`config.mk`:
```
export PLATFORM = sky130hd
export DESIGN_NAME = ysyx_25040109_mdu_seq
export DESIGN_NICKNAME = d
export VERILOG_FILES = /design/src/rtl/ysyx_25040109_mdu_seq.sv
export SDC_FILE = /design/constraint.sdc
export NUM_CORES = 2
export LEC_CHECK = 0
export BUFFER_PORTS_ARGS = -buffer_cell sky130_fd_sc_hd__clkbuf_2
export CORE_MARGIN = 3
export CORE_UTILIZATION = 44
export DETAILED_ROUTE_END_ITERATION = 8
export HOLD_SLACK_MARGIN = 0.02
export RECOVER_POWER = 25
export SLEW_MARGIN = 40
export SYNTH_ARGS = -nofsm -noshare
export SYNTH_HDL_FRONTEND = slang
export SYNTH_SLANG_ARGS = --single-unit
```
`constraint.sdc`:
```
create_clock -name clk -period 13.5 [get_ports clk]
set_input_delay 2.025 -clock clk [delete_from_list [all_inputs] [get_ports clk]]
set_output_delay 2.025 -clock clk [all_outputs]
set_load 0.02 [all_outputs]
```
`src/rtl/ysyx_25040109_mdu_seq.sv`:
```
// Multi-cycle RV32M multiply/divide sequencer: shift-add multiplier and restoring
// divider sharing one accumulator, with a valid/ready request and result handshake.
module ysyx_25040109_mdu_seq #(
    parameter int unsigned XLEN     = 32,
    parameter int unsigned MUL_FAST = 0
) (
    input  logic              clk,
    input  logic              rst,
    input  logic              in_valid,
    output logic              in_ready,
    input  logic [2:0]        funct3,
    input  logic [XLEN-1:0]   src_a,
    input  logic [XLEN-1:0]   src_b,
    input  logic [4:0]        rd_addr,
    input  logic              flush,
    output logic              out_valid,
    input  logic              out_ready,
    output logic [XLEN-1:0]   result,
    output logic [4:0]        out_rd_addr,
    output logic              busy
);
    localparam int unsigned WW = 2 * XLEN;
    localparam int unsigned CW = 6;

    localparam logic [1:0] S_IDLE = 2'd0;
    localparam logic [1:0] S_CALC = 2'd1;
    localparam logic [1:0] S_FIX  = 2'd2;
    localparam logic [1:0] S_DONE = 2'd3;

    logic [1:0]      state, state_nxt;
    logic [CW-1:0]   count, count_nxt;
    logic [2:0]      op, op_nxt;
    logic [4:0]      tag, tag_nxt;
    logic            neg_a, neg_a_nxt, neg_b, neg_b_nxt;
    logic [XLEN-1:0] mcand, mcand_nxt;
    logic [WW-1:0]   acc, acc_nxt;
    logic [XLEN-1:0] rem, rem_nxt;
    logic            out_valid_nxt;
    logic [XLEN-1:0] result_nxt;
    logic [4:0]      out_rd_addr_nxt;

    logic            a_sgn, b_sgn, in_neg_a, in_neg_b;
    logic [XLEN-1:0] mag_a, mag_b;
    logic            div_zero, div_ovf, fast_mul;
    logic [WW-1:0]   fast_mag, fast_fix, prod_fix;
    logic [XLEN:0]   mul_sum, div_shift, div_diff;
    logic [XLEN-1:0] quo_fix, rem_fix, special_val;

    assign in_ready = (state == S_IDLE);
    assign busy     = (state != S_IDLE);

    // Operand decode at accept: signedness per op, magnitudes and special cases.
    always_comb begin
        a_sgn    = funct3[2] ? !funct3[0] : (funct3[1:0] != 2'b11);
        b_sgn    = funct3[2] ? !funct3[0] : !funct3[1];
        in_neg_a = a_sgn & src_a[XLEN-1];
        in_neg_b = b_sgn & src_b[XLEN-1];
        mag_a    = in_neg_a ? -src_a : src_a;
        mag_b    = in_neg_b ? -src_b : src_b;
        div_zero = funct3[2] && (src_b == '0);
        div_ovf  = funct3[2] && !funct3[0] && (src_a == {1'b1, {(XLEN-1){1'b0}}})
                   && (src_b == '1);
        fast_mul = (MUL_FAST != 0) && !funct3[2];
        fast_mag = WW'(mag_a) * WW'(mag_b);
        fast_fix = (in_neg_a ^ in_neg_b) ? -fast_mag : fast_mag;
        if (div_zero)
            special_val = funct3[1] ? src_a : '1;
        else if (div_ovf)
            special_val = funct3[1] ? '0 : src_a;
        else
            special_val = (funct3[1:0] == 2'b00) ? fast_fix[XLEN-1:0] : fast_fix[WW-1:XLEN];
    end

    // Per-iteration datapath and sign correction of the finished magnitudes.
    always_comb begin
        mul_sum   = {1'b0, acc[WW-1:XLEN]} + (acc[0] ? {1'b0, mcand} : '0);
        div_shift = {rem, acc[XLEN-1]};
        div_diff  = div_shift - {1'b0, mcand};
        prod_fix  = (neg_a ^ neg_b) ? -acc : acc;
        quo_fix   = (neg_a ^ neg_b) ? -acc[XLEN-1:0] : acc[XLEN-1:0];
        rem_fix   = neg_a ? -rem : rem;
    end

    always_comb begin
        state_nxt       = state;
        count_nxt       = count;
        op_nxt          = op;
        tag_nxt         = tag;
        neg_a_nxt       = neg_a;
        neg_b_nxt       = neg_b;
        mcand_nxt       = mcand;
        acc_nxt         = acc;
        rem_nxt         = rem;
        out_valid_nxt   = out_valid;
        result_nxt      = result;
        out_rd_addr_nxt = out_rd_addr;
        case (state)
            S_IDLE: begin
                if (in_valid) begin
                    op_nxt    = funct3;
                    tag_nxt   = rd_addr;
                    neg_a_nxt = in_neg_a;
                    neg_b_nxt = in_neg_b;
                    mcand_nxt = mag_b;
                    acc_nxt   = {{XLEN{1'b0}}, mag_a};
                    rem_nxt   = '0;
                    count_nxt = '0;
                    if (div_zero || div_ovf || fast_mul) begin
                        state_nxt       = S_DONE;
                        out_valid_nxt   = 1'b1;
                        result_nxt      = special_val;
                        out_rd_addr_nxt = rd_addr;
                    end else begin
                        state_nxt = S_CALC;
                    end
                end
            end
            S_CALC: begin
                if (!op[2]) begin
                    acc_nxt = {mul_sum, acc[XLEN-1:1]};
                end else begin
                    rem_nxt = div_diff[XLEN] ? div_shift[XLEN-1:0] : div_diff[XLEN-1:0];
                    acc_nxt[XLEN-1:0] = {acc[XLEN-2:0], !div_diff[XLEN]};
                end
                count_nxt = count + CW'(1);
                if (count == CW'(XLEN - 1))
                    state_nxt = S_FIX;
            end
            S_FIX: begin
                state_nxt       = S_DONE;
                out_valid_nxt   = 1'b1;
                out_rd_addr_nxt = tag;
                if (op[2])
                    result_nxt = op[1] ? rem_fix : quo_fix;
                else
                    result_nxt = (op[1:0] == 2'b00) ? prod_fix[XLEN-1:0] : prod_fix[WW-1:XLEN];
            end
            default: begin
                if (out_ready) begin
                    state_nxt     = S_IDLE;
                    out_valid_nxt = 1'b0;
                end
            end
        endcase
        // Flush wins over accept and handshake; the last result stays visible.
        if (flush) begin
            state_nxt       = S_IDLE;
            out_valid_nxt   = 1'b0;
            result_nxt      = result;
            out_rd_addr_nxt = out_rd_addr;
        end
    end

    always_ff @(posedge clk) begin
        if (rst) begin
            state       <= S_IDLE;
            count       <= '0;
            op          <= '0;
            tag         <= '0;
            neg_a       <= 1'b0;
            neg_b       <= 1'b0;
            mcand       <= '0;
            acc         <= '0;
            rem         <= '0;
            out_valid   <= 1'b0;
            result      <= '0;
            out_rd_addr <= '0;
        end else begin
            state       <= state_nxt;
            count       <= count_nxt;
            op          <= op_nxt;
            tag         <= tag_nxt;
            neg_a       <= neg_a_nxt;
            neg_b       <= neg_b_nxt;
            mcand       <= mcand_nxt;
            acc         <= acc_nxt;
            rem         <= rem_nxt;
            out_valid   <= out_valid_nxt;
            result      <= result_nxt;
            out_rd_addr <= out_rd_addr_nxt;
        end
    end
endmodule

```
* Word level (Yosys, flattened, before mapping)
Cells that the tools add are included.
Word-level totals: register bits after elaboration 184, input port bits 77, word-level logic and storage cells 107
Operators by class: multiply operators 1, add/sub/neg operators 9, equal/unequal tests 11, bitwise gates (word level) 6, reduce and logical (&&, ||, !) cells 25, multiplexer cells 42
Operators by type and width (number):
- $mux 32 | 20
- $mux 64 | 3
- $neg 32->32 | 4
- $neg 64->64 | 2
- $pmux 32 s2 | 2
- $pmux 64 s2 | 1
- $eq 32x32->1 const B | 2
- $mul 32x32->64 | 1
- $add 32x32->33 | 1
- $sub 33x32->33 | 1
- $logic_not 32->1 | 1
- $pmux 6 s2 | 1
- $mux 5 | 2
- $ne 2x2->1 const B | 5
- $pmux 5 s2 | 1
- $reduce_and 3->1 | 3
- $mux 2 | 4
- $reduce_and 4->1 | 2
- $add 6x1->6 const B | 1
- $eq 6x5->1 const B | 1
- $logic_not 2->1 | 3
- $mux 6 | 1
- $pmux 2 s3 | 1
- $reduce_bool 2->1 | 3
- other kinds (15) | 28

* Logic depth before layout (Yosys ltp)
depth after elaboration 13, mapped depth 45, depth with buffers taken out 41

* Least setup slack after synthesis
Ideal clock, no wire load.
path kind input -> register, start point input port src_a[0], end point register result[28], stages 40, arrival time 12.442 ns, library setup time 0.120 ns, buffers on the path 4, path slack 0.938 ns, cell sequence clkbuf_1 -> inv_1 -> clkbuf_1 -> ha_1 -> nand2_1 -> or3_1 -> nor3_1 -> nand2_1 -> or4_1 -> nor4_1 -> nor2_1 -> xor2_1 -> clkbuf_1 -> nand2_1 -> fa_1 -> fa_1 -> fa_1 -> fa_1 -> [... 4 more ...] -> inv_1 -> fa_1 -> inv_1 -> ha_1 -> clkbuf_1 -> a21o_1 -> a21o_1 -> a21oi_1 -> or3b_2 -> o21a_1 -> xor2_1 -> a41o_1 -> nor4_1 -> nand2_1 -> nor4_1 -> nand2_1 -> nor4b_1 -> o31a_1
On the way: longest elaborated chain between the ends 11, elaborated cells between the ends (all ways) 17
Ends and longest elaborated chain:
- start, declared | line 12 | input logic [XLEN-1:0] src_a,
- $neg 32->32 | line 58 | mag_a = in_neg_a ? -src_a : src_a;
- $mux 32 | line 58
- $mul 32x32->64 | line 64 | fast_mag = WW'(mag_a) * WW'(mag_b);
- $neg 64->64 | line 65 | fast_fix = (in_neg_a ^ in_neg_b) ? -fast_mag : fast_mag;
- $mux 64 | line 65
- $mux 32 | line 71 | special_val = (funct3[1:0] == 2'b00) ? fast_fix[XLEN-1:0] : fast_fix[WW-1:XLEN];
- $mux 32 | line 68 | else if (div_ovf)
- $mux 32 | line 66 | if (div_zero)
- $mux 32 | line 108 | if (div_zero || div_ovf || fast_mul) begin
- $mux 32 | line 99 | if (in_valid) begin
- $pmux 32 s2 | line 97 | case (state)
- end signal, assigned | line 179 | result <= result_nxt;
- end, declared | line 18 | output logic [XLEN-1:0] result,
Parallel ways exist; a longest one is shown, timed or not. The select of a mux whose other input is x is not followed. A chain may end at the register's enable or synchronous reset.

* Worst setup path in the final report
start point input port src_b[5], end point register result[28]
On the way: longest elaborated chain between the ends 11, elaborated cells between the ends (all ways) 18
Ends and longest elaborated chain:
- start, declared | line 13 | input logic [XLEN-1:0] src_b,
- $neg 32->32 | line 59 | mag_b = in_neg_b ? -src_b : src_b;
- $mux 32 | line 59
- $mul 32x32->64 | line 64
- $neg 64->64 | line 65
- $mux 64 | line 65
- $mux 32 | line 71
- $mux 32 | line 68
- $mux 32 | line 66
- $mux 32 | line 108
- $mux 32 | line 99
- $pmux 32 s2 | line 97
Parallel ways exist; a longest one is shown, timed or not. The select of a mux whose other input is x is not followed.

==> out/summary.txt <==
status - complete, but fails checks
failing checks - max-capacitance violations, max-slew violations
worst hold slack - 0.457 ns
Area Overhead vs Synth - 8.31%
Post-CTS Resized - 0
DRC viols - 0
Final period util - 96.5%
Final Hold Vio Count - 0
clock tree buffer depth - 2
slowest stage delay, CP - 0.61 ns
Worst Hold Class - reg2reg
most frequent CP cell - fa_1
clock latency on the worst-skew pair - 0.48 ns
Num CTS Buffers - 17
post-DP HPWL - 151 mm
max-cap violation count - 2
Crit-path slowest cell - fa_1
WL met1 - 71.8 mm
simple-gate share of the synthesized area - 17.4%
commonest non-fill, non-tap cell in the layout - inv_1
fin nets - 7325
Mapped Avg Cell Area - 8.06 um^2
PnR worst setup slack - 0.467 ns
maximum number of pins on one net before global-route repair - 81
post-place instance area - 51800 um^2
num rows - 121
kind of critical path - in2reg
synthesized flop and latch total - 184
fraction of layout instances using a drive strength above 1 - 7.68%
commonest register cell after synthesis - dfxtp_1
clk sinks - 184
slew margin rel. - -125%
GR Util All Layers - 32.4%
worst slew pin tran - 3.37 ns
Netlist cell types - 88
Synth Area in XOR/XNOR - 5.45%
Buffers on Ports - 116
top sig layer - met5
DRT iter0 DRCs - 4302
Synth Area in Adders - 45.5%
Ports - 117
die footprint - 114000 um^2
WL met3 - 18.1 mm
Ys Warns - 0
crit end category - flop
highest clock rate - 0.0767 GHz
drt first pass iters - 6
setup_tns - 0 ns
Async SR Flop Fraction - 0%
hold bufs inserted after CTS - 0
post-synth net total - 7301
Die H - 338 um
Die Wd - 338 um
root buf cell - clkbuf_16
Initial Util - 44.4%
Post-DRT Antenna Nets - 0
max-slew violations - 97
skew final - 0.0150 ns
number of global-route vias before repair - 43100
Startpoint Class - input pin
initial antenna violation count - 20
via density per instance - 5.81
first-pass GRT wire length - 274 mm
total routed wirelength - 183 mm
WP data required - 13.87 ns
H-tree depth - 4
worst-path maximum fanout - 21
Crit path arrival time - 13.41 ns
Clk pin slew, worst setup/hold paths - 0.08 ns
sequential area share after synthesis - 7.61%
cell area after synthesis - 48400 um^2
Syn Inst Count - 6004
post-route cell area - 52400 um^2
Routed wire per std cell - 24.6 um
Final min period - 13.03 ns
complex-gate fraction of the synthesized area - 12.3%
CORE AREA - 109000 um^2
final setup fails - 0
most frequent cells in the layout - 978 x inv_1, 897 x fa_1, 859 x nor2_1
WL met2 - 80.2 mm
grt ovf - 0
Post-synth EDFFs - 0
RSZ-0062 raised after global routing - no
TritonCTS clock tree - yes
RePlAce Congestion - 0.985
postcts setup bufs - 0
largest family of logic cells by synthesized area - adder cells
via count - 43400
mux contribution to synthesized area - 1.54%
Place WS - -0.182 ns
## cell usage after synthesis, types with 32 or more instances
| cell | instances | share of area [%] |
|---|---|---|
| a21o_1 | 79 | 1.2 |
| a211oi_1 | 93 | 1.4 |
| a21oi_1 | 276 | 2.9 |
| xnor2_1 | 173 | 3.1 |
| xor2_1 | 128 | 2.3 |
| o31ai_1 | 34 | 0.53 |
| dfxtp_1 | 184 | 7.6 |
| nand3_1 | 43 | 0.44 |
| nor2_1 | 866 | 6.7 |
| ha_1 | 323 | 8.4 |
| clkbuf_1 | 300 | 2.3 |
| mux2i_1 | 71 | 1.5 |
| nand4_1 | 32 | 0.41 |
| or3_1 | 41 | 0.53 |
| o21ai_0 | 189 | 2.0 |
| inv_1 | 978 | 7.6 |
| nor3_1 | 72 | 0.74 |
| fa_1 | 897 | 37 |
| nand2_1 | 743 | 5.8 |
| nand2b_1 | 45 | 0.58 |
## registers in the layout (all words and copies together), names as in the netlist
name and cells:
result 32, tag 5, out_valid 1, neg_a 1, rem 32, out_rd_addr 5
mcand 32, count 6, neg_b 1, state 2, acc 64, op 3
## area by class of cell
cell class / count / area [um^2]
Sequential cell: 184 / 3690
Fill cell: 10800 / 56600
Tap cell: 1414 / 1770
Clock buffer: 17 / 425
Multi-Input combinational cell: 4513 / 40500
Inverter: 981 / 3680
Clock inverter: 15 / 131
Antenna cell: 10 / 25.0
Timing Repair Buffer: 331 / 2220
## logic make-up (layout without fill, tap and decap cells)
family | after synthesis | in the layout
XOR/XNOR | 301 | 301
adder cells (fa/ha/maj) | 1220 | 1220
other | 0 | 10
multiplexers | 74 | 74
buffers and inverters | 1307 | 1344
flip-flops | 184 | 184
AND/OR/NAND/NOR | 1995 | 1995
AO/OA/AOI/OAI | 923 | 923
## metrics by stage
| stage | std cells | utilization (%) |
|---|---|---|
| after floorplan | 6004 | - |
| after global placement | 7421 | 47.3 |
| after detailed placement | 7423 | 47.5 |
| after CTS | 7455 | 48.0 |
| after global routing | 7458 | 48.0 |
| final | 7465 | 48.1 |
## worst max-delay path: cells and delay by family
kind / cells / cell delay [ns]
xor+xnor: 1 / 0.17
buf+inv: 5 / 0.84
simple gates: 12 / 3.35
compound gates: 9 / 2.56
fa+ha+maj: 9 / 4.44
## layer usage
layer  GRT usage [%]  up-vias
li1                -    19000
met1            42.6    21700
met2            49.5     2200
met3            6.66      500
met4            18.8       16
met5               0        -
## path summary, 6_finish.rpt
| path | start | end | slack [ns] | cells after the start |
|---|---|---|---|---|
| max | src_b[5] | result[28] | 0.47 | 36 |
| min | tag[1] | tag[1] | 0.46 | 2 |
| max reg2reg | state[0] | acc[63] | 6.85 | 10 |
| min reg2reg | tag[1] | tag[1] | 0.46 | 2 |
Power is left out: the tool's default activity adds up to more than one toggle a clock period on the data nets, which glitch-free logic cannot reach.
